### src/rtl/uart_receiver.sv
// UART receiver: 8 data bits MSB first, 1 start, 1 stop, no parity, runtime bit-period divisor.
// Define UART_RX_MAJORITY_EN to make line decisions from a 2-of-3 majority of recent samples.
module uart_receiver #(
    parameter int unsigned SYNC_STAGES = 2
) (
    input  logic        clk_i,
    input  logic        rst_ni,
    input  logic [23:0] divisor_i,
    input  logic        rx_i,
    output logic [7:0]  data_o,
    output logic        valid_o,
    output logic        frame_err_o,
    output logic        busy_o
);

    typedef enum logic [2:0] {
        StIdle,
        StStart,
        StData,
        StStop,
        StWaitHigh
    } state_e;

    state_e      state_q, state_d;
    logic [23:0] cnt_q, cnt_d;
    logic [23:0] div_q, div_d;
    logic [2:0]  bit_idx_q, bit_idx_d;
    logic [7:0]  shreg_q, shreg_d;
    logic [7:0]  data_q, data_d;
    logic        valid_q, valid_d;
    logic        frame_err_q, frame_err_d;

    logic [SYNC_STAGES-1:0] sync_q;
    logic                   rx_s;
    logic                   rx_dec;
    logic [23:0]            half_div;

    // Synchronizer flops reset high so the line looks idle out of reset.
    always_ff @(posedge clk_i or negedge rst_ni) begin
        if (!rst_ni) begin
            sync_q <= '1;
        end else begin
            sync_q <= {sync_q[SYNC_STAGES-2:0], rx_i};
        end
    end

    assign rx_s = sync_q[SYNC_STAGES-1];

`ifdef UART_RX_MAJORITY_EN
    // Two previous samples; together with rx_s they form the 3-sample vote window.
    logic [1:0] hist_q;

    always_ff @(posedge clk_i or negedge rst_ni) begin
        if (!rst_ni) begin
            hist_q <= 2'b11;
        end else begin
            hist_q <= {hist_q[0], rx_s};
        end
    end

    assign rx_dec = (rx_s & hist_q[0]) | (rx_s & hist_q[1]) | (hist_q[0] & hist_q[1]);
`else
    assign rx_dec = rx_s;
`endif

    assign half_div = {1'b0, div_q[23:1]};

    always_ff @(posedge clk_i or negedge rst_ni) begin
        if (!rst_ni) begin
            state_q     <= StIdle;
            cnt_q       <= '0;
            div_q       <= '0;
            bit_idx_q   <= '0;
            shreg_q     <= '0;
            data_q      <= '0;
            valid_q     <= 1'b0;
            frame_err_q <= 1'b0;
        end else begin
            state_q     <= state_d;
            cnt_q       <= cnt_d;
            div_q       <= div_d;
            bit_idx_q   <= bit_idx_d;
            shreg_q     <= shreg_d;
            data_q      <= data_d;
            valid_q     <= valid_d;
            frame_err_q <= frame_err_d;
        end
    end

    always_comb begin
        state_d     = state_q;
        cnt_d       = cnt_q;
        div_d       = div_q;
        bit_idx_d   = bit_idx_q;
        shreg_d     = shreg_q;
        data_d      = data_q;
        valid_d     = 1'b0;
        frame_err_d = 1'b0;

        unique case (state_q)
            StIdle: begin
                // Start detection deliberately uses the raw synchronized line.
                if (!rx_s) begin
                    state_d = StStart;
                    cnt_d   = '0;
                    div_d   = divisor_i;
                end
            end
            StStart: begin
                if (cnt_q != half_div) begin
                    cnt_d = cnt_q + 24'd1;
                end else if (rx_dec) begin
                    state_d = StIdle;
                end else begin
                    cnt_d     = '0;
                    bit_idx_d = '0;
                    state_d   = StData;
                end
            end
            StData: begin
                if (cnt_q != div_q) begin
                    cnt_d = cnt_q + 24'd1;
                end else begin
                    shreg_d   = {shreg_q[6:0], rx_dec};
                    cnt_d     = '0;
                    bit_idx_d = bit_idx_q + 3'd1;
                    if (bit_idx_q == 3'd7) begin
                        state_d = StStop;
                    end
                end
            end
            StStop: begin
                if (cnt_q != div_q) begin
                    cnt_d = cnt_q + 24'd1;
                end else begin
                    cnt_d = '0;
                    if (rx_dec) begin
                        data_d  = shreg_q;
                        valid_d = 1'b1;
                        state_d = StIdle;
                    end else begin
                        frame_err_d = 1'b1;
                        state_d     = StWaitHigh;
                    end
                end
            end
            StWaitHigh: begin
                // Holding here until the line recovers keeps a break from retriggering.
                if (rx_s) begin
                    state_d = StIdle;
                end
            end
            default: begin
                state_d = StIdle;
            end
        endcase
    end

    assign data_o      = data_q;
    assign valid_o     = valid_q;
    assign frame_err_o = frame_err_q;
    assign busy_o      = (state_q != StIdle);

endmodule

### config.mk
export PLATFORM = sky130hd
export DESIGN_NAME = uart_receiver
export DESIGN_NICKNAME = d
export VERILOG_FILES = /design/src/rtl/uart_receiver.sv
export SDC_FILE = /design/constraint.sdc
export NUM_CORES = 1
export LEC_CHECK = 0
export ABC_AREA = 1
export BUFFER_PORTS_ARGS = -buffer_cell sky130_fd_sc_hd__buf_2
export CORE_AREA = 2 2 95 97
export CTS_CLUSTER_SIZE = 16
export DETAILED_ROUTE_END_ITERATION = 7
export DIE_AREA = 0 0 97 99
export PLACE_DENSITY = 0.76
export SLEW_MARGIN = 30
export SYNTH_ARGS = -nofsm -noshare
export SYNTH_HDL_FRONTEND = slang
export SYNTH_SLANG_ARGS = --single-unit
### constraint.sdc
create_clock -name clk_i -period 1.65 [get_ports clk_i]
set_input_delay 0.0825 -clock clk_i [delete_from_list [all_inputs] [get_ports clk_i]]
set_output_delay 0.0825 -clock clk_i [all_outputs]
set_load 0.01 [all_outputs]
==> flow_metrics.py, run 1 <==
metrics = {
    "clock_tree": {
        "htree_levels": 3,
        "clkTransAtPathRegs_ps": 80,
        "cts_buffers": 9,
        "cts_num_sinks": 74,
        "cts.path.max_buffers": 2,
        "cts-root-buf": "clkbuf_8",
        "cts_tree": "built",
        "insertion_delay_ps": 370,
    },
    "sta": {
        "tightestPinTransition_ps": 540,
        "max_freq_ghz": 0.517,
        "fin_crit_sh_pct": 117,
        "slew_headroom_pct": 63.8,
        "finalWorstSetupSlack_ps": -283,
        "rsz0062_at_grt": "yes",
        "finalClockSkew_ps": 11.7,
        "min_period_ps": 1930,
        "setup_violations": 48,
        "fin_setup_tns_ps": -9110,
        "slew_viol_final": 0,
        "final_hold_viol_count": 0,
    },
    "cells_and_area": {
        "layout_commonest_cell": "nand2_1",
        "antenna_cells": 0,
        "fin_cells": 930,
        "final_cell_mix": "nand2_1, buf_4, nor2_1, dfrtp_1, inv_1",
        "drive_gt1_share_pct": 38.9,
        "fillCellCount": 559,
        "post-route-util_pct": 77.8,
        "nets": 847,
        "fin_area_um2": 6650,
        "area_growth_pct": 43.9,
    },
    "setup_path": {
        "worst-setup-path-type": "register to register",
        "rrSetupSlack_ps": -280,
        "cp.required_ps": 1940,
        "path_max_fanout": 5,
        "critical_path_arrival_ps": 2220,
        "r2r_cells": 11,
        "end_kind": "register",
        "reg2reg_to": "shreg_q[0]",
        "rr_startpoint": "cnt_q[17]",
        "start_kind": "register",
    },
    "grt": {
        "grt.overflow.total": 0,
        "grt_pass1_wl_mm": 22.6,
        "grt_util_all_layers_pct": 29.0,
        "antenna_found_initial": 0,
        "grt_pass1_vias": 4914,
        "grt_max_degree": 42,
    },
    "yosys": {
        "synth_edf_count": 0,
        "syn_area_um2": 4620,
        "syn_inst": 649,
        "synth_nets": 679,
        "yosysWarnings": 0,
        "avgSynthCellArea_um2": 7.12,
        "synth_seq_area_share_pct": 40.1,
        "ys_ff_latch": 74,
        "postSynth.asyncResetShare_pct": 100,
        "synthDistinctLibCells": 33,
        "dominantRegCellSynth": "dfrtp_1",
    },
    "floorplan": {
        "die_w_um": 97,
        "fp.coreArea_um2": 8550,
        "pin_count": 38,
        "dieArea_um2": 9600,
        "fp.dieH_um": 99,
        "start_util_pct": 54.0,
        "rows": 34,
    },
    "place": {
        "dp_cells": 866,
        "gp_congestion": 0.934,
        "post_dp_cell_area_um2": 5620,
        "hpwl_mm": 8.75,
        "portBuffers": 37,
    },
    "route": {
        "drc": 0,
        "drt-total-wl_mm": 14.1,
        "ant_nets": 0,
        "dr_wl_met3_um": 728,
        "wl_per_cell_um": 15.1,
        "highest_layer": "met4",
        "firstDrtPassIters": 5,
        "m1WireLength_mm": 5.53,
        "vias": 4927,
        "drt-initial-drc-count": 276,
        "route.met2.wl_mm": 7.23,
        "vias_per_cell": 5.30,
    },
    "power": {
        "power_per_cell_area_nw_per_um2": 1490,
        "peakVddDrop_v": 0.00115,
        "leakagePower_nw": 3.43,
    },
    "status": {
        "status": "complete, but fails checks",
        "violations": "setup timing",
    },
    "hold_path": {
        "hp-class": "input port to async pin",
    },
    "flow_run": {
        "drv_cap": 0,
    },
}
[cell families (layout without fill, tap and decap cells)]
kind of cell / after synthesis / after routing / synth area share [%]
buf+inv: 112 / 284 / 10.6
xor+xnor: 38 / 38 / 7.20
simple gates: 326 / 327 / 29.2
compound gates: 94 / 94 / 11.6
fa+ha+maj: 3 / 3 / 0.812
flops: 74 / 74 / 40.1
mux: 2 / 2 / 0.487
[per-stage QoR]
| stage | setup slack [ps] | power (mW) | hold slack, ps |
|---|---|---|---|
| floorplan | -47.0 | 5.62 | -213 |
| global placement | -212 | 7.24 | 77.1 |
| detailed placement | -266 | 7.40 | 79.7 |
| CTS | -197 | 9.32 | 224 |
| global route | -358 | 10.5 | 249 |
| finish | -283 | 9.89 | 213 |
[layout make-up]
| class | instances | area (µm²) | share of cell area (%) |
|---|---|---|---|
| sequential | 74 | 1860 | 28.0 |
| multi-input combinational | 464 | 2660 | 40.0 |
| inverter | 83 | 322 | 4.84 |
| clock inverter | 6 | 73.8 | 1.11 |
| clock buffer | 10 | 138 | 2.07 |
| tap | 108 | 135 | 2.03 |
| timing repair buffer | 185 | 1460 | 22.0 |
[report_power, final]
group          internal [mW]  switching (mW)
Sequential              2.34           0.618
Combinational           2.50            2.89
Clock                  0.758           0.771
[registers in the layout, summed over array words and instances, names as in the netlist]
name,cells
bit_idx_q,3
valid_o,1
div_q,24
shreg_q,8
frame_err_o,1
sync_q,2
data_o,8
cnt_q,24
state_q,3
[cell usage after synthesis (11+ instances only)]
cell,count,area share (%)
a21oi_1,33,3.6
dfrtp_1,72,39
inv_1,71,5.8
inv_2,12,0.97
nand2_1,188,15
nand3_1,24,2.6
nor2_1,84,6.8
nor3_1,11,1.2
o21ai_0,40,4.3
xor2_1,34,6.4
[repair_timing]
action | 4_1_cts | 5_1_grt
gates resized for setup | 62 | 75
hold endpoints to repair | 58 | 0
hold buffers | 26 | 0
cloned | 4 | 0
pin swaps | 34 | 34
endpoints found under the setup margin | 46 | 61
buffers inserted | 9 | 9
[routing by layer]
layer	vias to the layer above	global-route usage (%)
met3	63	5.39
met1	2321	33.9
met2	179	52.1
met5	-	0
met4	0	13.0
li1	2364	-
[critical path: stages (launching register included)]
cell,delay (ps)
dfrtp_1,420
buf_4,150
xor2_1,130
nor2_1,140
nand2_1,80
nor2_1,160
nand3_2,150
buf_6,160
nor2_4,170
buf_6,160
nand2_2,50
o21ai_1,80
[how the worst max path moves through the flow]
stage                     slack (ps)          to      start
final                           -280  shreg_q[0]  cnt_q[17]
after floorplan                  -50   cnt_q[22]   cnt_q[0]
after detailed placement        -270   cnt_q[22]   cnt_q[1]
after global placement          -210   cnt_q[22]   cnt_q[1]
after global routing            -360  shreg_q[0]   cnt_q[1]
after CTS                       -200   cnt_q[16]   cnt_q[1]
No activity file was read; power rests on OpenSTA's default activity.
==> inputs of run 2 (changes only) <==
--- a/config.mk
+++ b/config.mk
@@ -11,6 +11,7 @@
 export CTS_CLUSTER_SIZE = 16
 export DETAILED_ROUTE_END_ITERATION = 7
 export DIE_AREA = 0 0 97 99
+export GPL_TIMING_DRIVEN = 0
 export PLACE_DENSITY = 0.76
 export SLEW_MARGIN = 30
 export SYNTH_ARGS = -nofsm -noshare
==> run 2 against run 1 <==
Compared with the run above:
- the flow still finishes with violations (setup timing)
- fmax increased by 1.2%
- utilization decreased by 5.8 points
- register-to-register slack improved by 20 ps
- final cell count decreased by 6.8%
- die area unchanged
- sequential cell count unchanged
- largest power group unchanged
==> flow_metrics.py, run 2 (synthesis results as in run 1) <==
metrics = {
    "status": {
        "status": "complete, but fails checks",
        "violations": "setup timing",
    },
    "setup_path": {
        "end_kind": "register",
        "reg2reg_to": "cnt_q[2]",
        "critical_path_arrival_ps": 2180,
        "worst-setup-path-type": "register to register",
        "crit_end": "cnt_q[2]",
        "start_kind": "register",
        "path_max_fanout": 5,
        "rr_startpoint": "cnt_q[15]",
        "cp.required_ps": 1920,
        "r2r_cells": 12,
        "crit_start": "cnt_q[15]",
        "rrSetupSlack_ps": -260,
    },
    "cells_and_area": {
        "reg_top3": "cnt_q (24), div_q (24)",
        "final_cell_mix": "nand2_1, nor2_1, inv_1, dfrtp_1, buf_2",
        "drive_gt1_share_pct": 30.7,
        "fin_area_um2": 6150,
        "antenna_cells": 0,
        "area_growth_pct": 33.1,
        "nets": 784,
        "post-route-util_pct": 71.9,
        "layout_commonest_cell": "nand2_1",
    },
    "power": {
        "peakVddDrop_v": 0.000988,
        "power_per_cell_area_nw_per_um2": 1500,
        "leakagePower_nw": 3.10,
    },
    "clock_tree": {
        "htree_levels": 3,
        "cts_buffers": 9,
        "cts.path.max_buffers": 2,
        "insertion_delay_ps": 370,
        "cts_num_sinks": 74,
        "cts_tree": "built",
        "clkTransAtPathRegs_ps": 90,
        "cts-root-buf": "clkbuf_8",
    },
    "sta": {
        "slew_headroom_pct": 64.2,
        "hold_ws_ps": 163,
        "fin_crit_sh_pct": 116,
        "min_period_ps": 1910,
        "fin_setup_tns_ps": -7800,
        "finalWorstSetupSlack_ps": -260,
        "final_hold_viol_count": 0,
        "rsz0062_at_grt": "yes",
        "finalClockSkew_ps": 11.9,
        "setup_violations": 46,
        "tightestPinTransition_ps": 533,
        "slew_viol_final": 0,
        "max_freq_ghz": 0.524,
    },
    "route": {
        "drc": 0,
        "vias": 4642,
        "ant_nets": 0,
        "drt-total-wl_mm": 13.1,
        "vias_per_cell": 5.35,
        "drt-initial-drc-count": 353,
        "firstDrtPassIters": 6,
        "wl_per_cell_um": 15.2,
    },
    "floorplan": {
        "dieArea_um2": 9600,
        "fp.dieH_um": 99,
        "fp.coreArea_um2": 8550,
        "pin_count": 38,
        "rows": 34,
        "die_w_um": 97,
        "start_util_pct": 54.0,
    },
    "grt": {
        "grt_util_all_layers_pct": 27.3,
        "grt_pass1_vias": 4606,
        "grt_pass1_wl_mm": 21.2,
        "grt.overflow.total": 0,
        "antenna_found_initial": 0,
        "grt_max_degree": 51,
    },
    "place": {
        "portBuffers": 37,
        "gp_congestion": 0.921,
        "post_dp_cell_area_um2": 5050,
        "hpwl_mm": 8.34,
    },
    "hold_path": {
        "hp-class": "input port to async pin",
    },
    "flow_run": {
        "drv_cap": 0,
    },
}
==> run 2: timing repair <==
item / in CTS / in global routing
setup endpoints to repair: 72 / 71
pin swaps: 17 / 15
gates cloned: 2 / 1
gates resized for setup: 73 / 59
hold buffers: 26 / 0
buffers inserted: 22 / 5
endpoints found under the hold margin: 97 / 0
==> run 2: area by class of cell <==
type                    count  area [µm²]
plain buffers              29         254
clock buffers               9         124
clock inverters             7        81.3
fillers                   627        2400
inverters                  83         319
multi-input cells         463        2590
flip-flops and latches     74        1870
well taps                 108         135
repair buffers             94         781
==> run 2: how the worst min path moves through the flow <==
stage           start           end
6_report       rst_ni     div_q[15]
5_1_grt        rst_ni     div_q[14]
4_1_cts        rst_ni     div_q[15]
3_5_place_dp   rst_ni     div_q[15]
3_3_place_gp     rx_i     sync_q[0]
2_1_floorplan  rst_ni  bit_idx_q[0]
==> run 2: worst max-delay path, stage by stage, from the launching register on <==
cell	delay (ps)
dfrtp_1	380
buf_6	130
xor2_1	140
nor2_1	140
nand2_1	120
nor2_2	170
nand3_4	150
buf_4	170
buf_6	110
nand3_1	60
nand3_1	110
nand2_1	110
inv_1	40
==> run 2: where the power goes <==
part           internal (mW)  switching [mW]  total [mW]
combinational           2.03            2.81        4.84
sequential              2.34           0.548        2.89
clock                  0.723           0.799        1.52
==> run 2: per-stage QoR <==
stage	instances	total power [mW]	setup WS (ps)
3_3_place_gp	794	6.39	-437
5_1_grt	867	9.87	-387
2_1_floorplan	649	5.62	-47.0
6_report	867	9.25	-260
3_5_place_dp	795	6.54	-493
4_1_cts	861	8.77	-173
==> run 2: metal layers <==
metal	up-vias	share of wire, %	global-route usage (%)	wire length (µm)
met4	0	3.6	11.4	476
li1	2235	-	-	-
met2	182	49	46.8	6500
met5	-	0	0	0
met1	2175	40	33.2	5270
met3	50	6.9	6.31	902
==> inputs of run 3 (changes only) <==
==> constraint.sdc (replaced) <==
create_clock -name clk_i -period 1.65 [get_ports clk_i]
set_input_delay 0.2475 -clock clk_i [delete_from_list [all_inputs] [get_ports clk_i]]
set_output_delay 0.2475 -clock clk_i [all_outputs]
set_load 0.01 [all_outputs]
==> run 3 against run 2 <==
Compared with the run above:
- the run still ends with setup timing left
- die area unchanged
- setup slack got worse by 5.5 ps
- non-clock buffer count decreased by 20
- count of clock-buffer cells in the layout unchanged
- critical path type unchanged
- critical endpoint is now cnt_q[23]
- largest power group unchanged
==> flow_metrics.py, run 3 (synthesis results as in run 1) <==
metrics = {
    "place": {
        "gp_congestion": 0.921,
        "hpwl_mm": 8.34,
        "portBuffers": 37,
        "post_dp_cell_area_um2": 5050,
    },
    "sta": {
        "tightestPinTransition_ps": 540,
        "setup_violations": 47,
        "final_hold_viol_count": 0,
        "fin_crit_sh_pct": 116,
        "finalWorstSetupSlack_ps": -265,
        "min_period_ps": 1920,
        "finalClockSkew_ps": 11.4,
        "slew_viol_final": 0,
        "slew_headroom_pct": 63.7,
        "hold_ws_ps": 109,
        "max_freq_ghz": 0.522,
        "rsz0062_at_grt": "yes",
    },
    "setup_path": {
        "rrSetupSlack_ps": -270,
        "worst-setup-path-type": "register to register",
        "crit_start": "cnt_q[1]",
        "end_kind": "register",
        "start_kind": "register",
        "path_max_fanout": 5,
        "critical_path_arrival_ps": 2180,
        "rr_startpoint": "cnt_q[1]",
        "cp.required_ps": 1920,
    },
    "cells_and_area": {
        "layout_commonest_cell": "nand2_1",
        "final_cell_mix": "nand2_1, nor2_1, dfrtp_1, inv_1, buf_2",
        "drive_gt1_share_pct": 32.3,
        "post-route-util_pct": 69.8,
        "area_growth_pct": 29.1,
        "antenna_cells": 0,
        "reg_top3": "cnt_q (24), div_q (24)",
        "nets": 764,
        "fin_area_um2": 5970,
    },
    "route": {
        "ant_nets": 0,
        "drt-initial-drc-count": 344,
        "wl_per_cell_um": 15.4,
        "drc": 0,
        "vias": 4612,
        "drt-total-wl_mm": 13.0,
        "firstDrtPassIters": 5,
        "vias_per_cell": 5.45,
    },
    "floorplan": {
        "start_util_pct": 54.0,
        "fp.coreArea_um2": 8550,
        "dieArea_um2": 9600,
        "die_w_um": 97,
        "fp.dieH_um": 99,
        "pin_count": 38,
        "rows": 34,
    },
    "power": {
        "power_per_cell_area_nw_per_um2": 1570,
        "leakagePower_nw": 3.04,
        "peakVddDrop_v": 0.000882,
        "power_mw": 9.34,
    },
    "clock_tree": {
        "htree_levels": 3,
        "insertion_delay_ps": 370,
        "cts.path.max_buffers": 2,
        "cts-root-buf": "clkbuf_8",
        "cts_buffers": 9,
        "cts_num_sinks": 74,
        "clkTransAtPathRegs_ps": 90,
        "cts_tree": "built",
    },
    "grt": {
        "grt_util_all_layers_pct": 26.7,
        "grt_max_degree": 51,
        "grt_pass1_wl_mm": 20.8,
        "grt.overflow.total": 0,
        "antenna_found_initial": 0,
        "grt_pass1_vias": 4466,
    },
    "status": {
        "violations": "setup timing",
        "status": "complete, but fails checks",
    },
    "flow_run": {
        "drv_cap": 0,
    },
    "hold_path": {
        "hp-class": "input port to register",
        "hp-start": "divisor_i[7]",
    },
}
[run 3: changes by cell type in the layout (fill, tap and decap cells not counted), sizes merged]
cell	delta
dlygate4sd3	-24
buf	+4
[run 3: power breakdown]
part,internal [mW],leakage (nW),total (mW),switching [mW]
Combinational,2.08,2.00,4.91,2.83
Sequential,2.34,0.931,2.90,0.557
Clock,0.723,0.101,1.53,0.805
Total,5.15,3.04,9.34,4.19
[run 3: cell type report]
cell class / instances / area, µm²
Tap cell: 108 / 135
Buffer: 29 / 255
Sequential cell: 74 / 1870
Clock inverter: 7 / 81.3
Timing Repair Buffer: 74 / 583
Multi-Input combinational cell: 463 / 2600
Clock buffer: 9 / 124
Inverter: 83 / 322
Fill cell: 627 / 2580
[run 3: critical path, cell delays in order (launching register included)]
cell and delay, ps:
dfrtp_2 450, buf_6 130, xor2_1 130, nor2_1 110, nand2_1 100, nor2_2 150
nand3_4 150, nand2_2 120, nand2_4 100, buf_8 150, nand2_2 50, nand2_1 50
nand2_1 60, inv_1 40
[run 3: metrics by stage]
step                      setup TNS, ps  cells  setup WS, ps
after floorplan                    -219    649         -47.0
after global placement           -33500    794          -437
after detailed placement         -26110    795          -493
after CTS                         -4740    837          -173
after global routing             -12890    847          -378
final                             -8350    847          -265
[run 3: final timing paths]
check                            end  cells after the start
setup / recovery           cnt_q[23]                     13
hold / removal              div_q[7]                      2
setup reg to reg           cnt_q[23]                     13
hold reg to reg            sync_q[1]                      0
max in group asynchronous  sync_q[1]                      3
min in group asynchronous  div_q[15]                      2
[run 3: routing by layer]
layer | GRT usage (%) | vias up | part of all wire (%)
met5 | 0 | - | 0
met2 | 45.5 | 198 | 49
met1 | 32.9 | 2157 | 40
met3 | 6.24 | 54 | 6.7
li1 | - | 2203 | -
met4 | 11.1 | 0 | 3.9
[run 3: repair_timing]
action                     in CTS  in global routing
hold endpoints to repair       25                  0
buffers inserted               22                  9
resized for setup              73                 64
setup endpoints to repair      73                 70
pin swaps                      17                 14
cloned                          2                  1
hold buffers                    2                  0
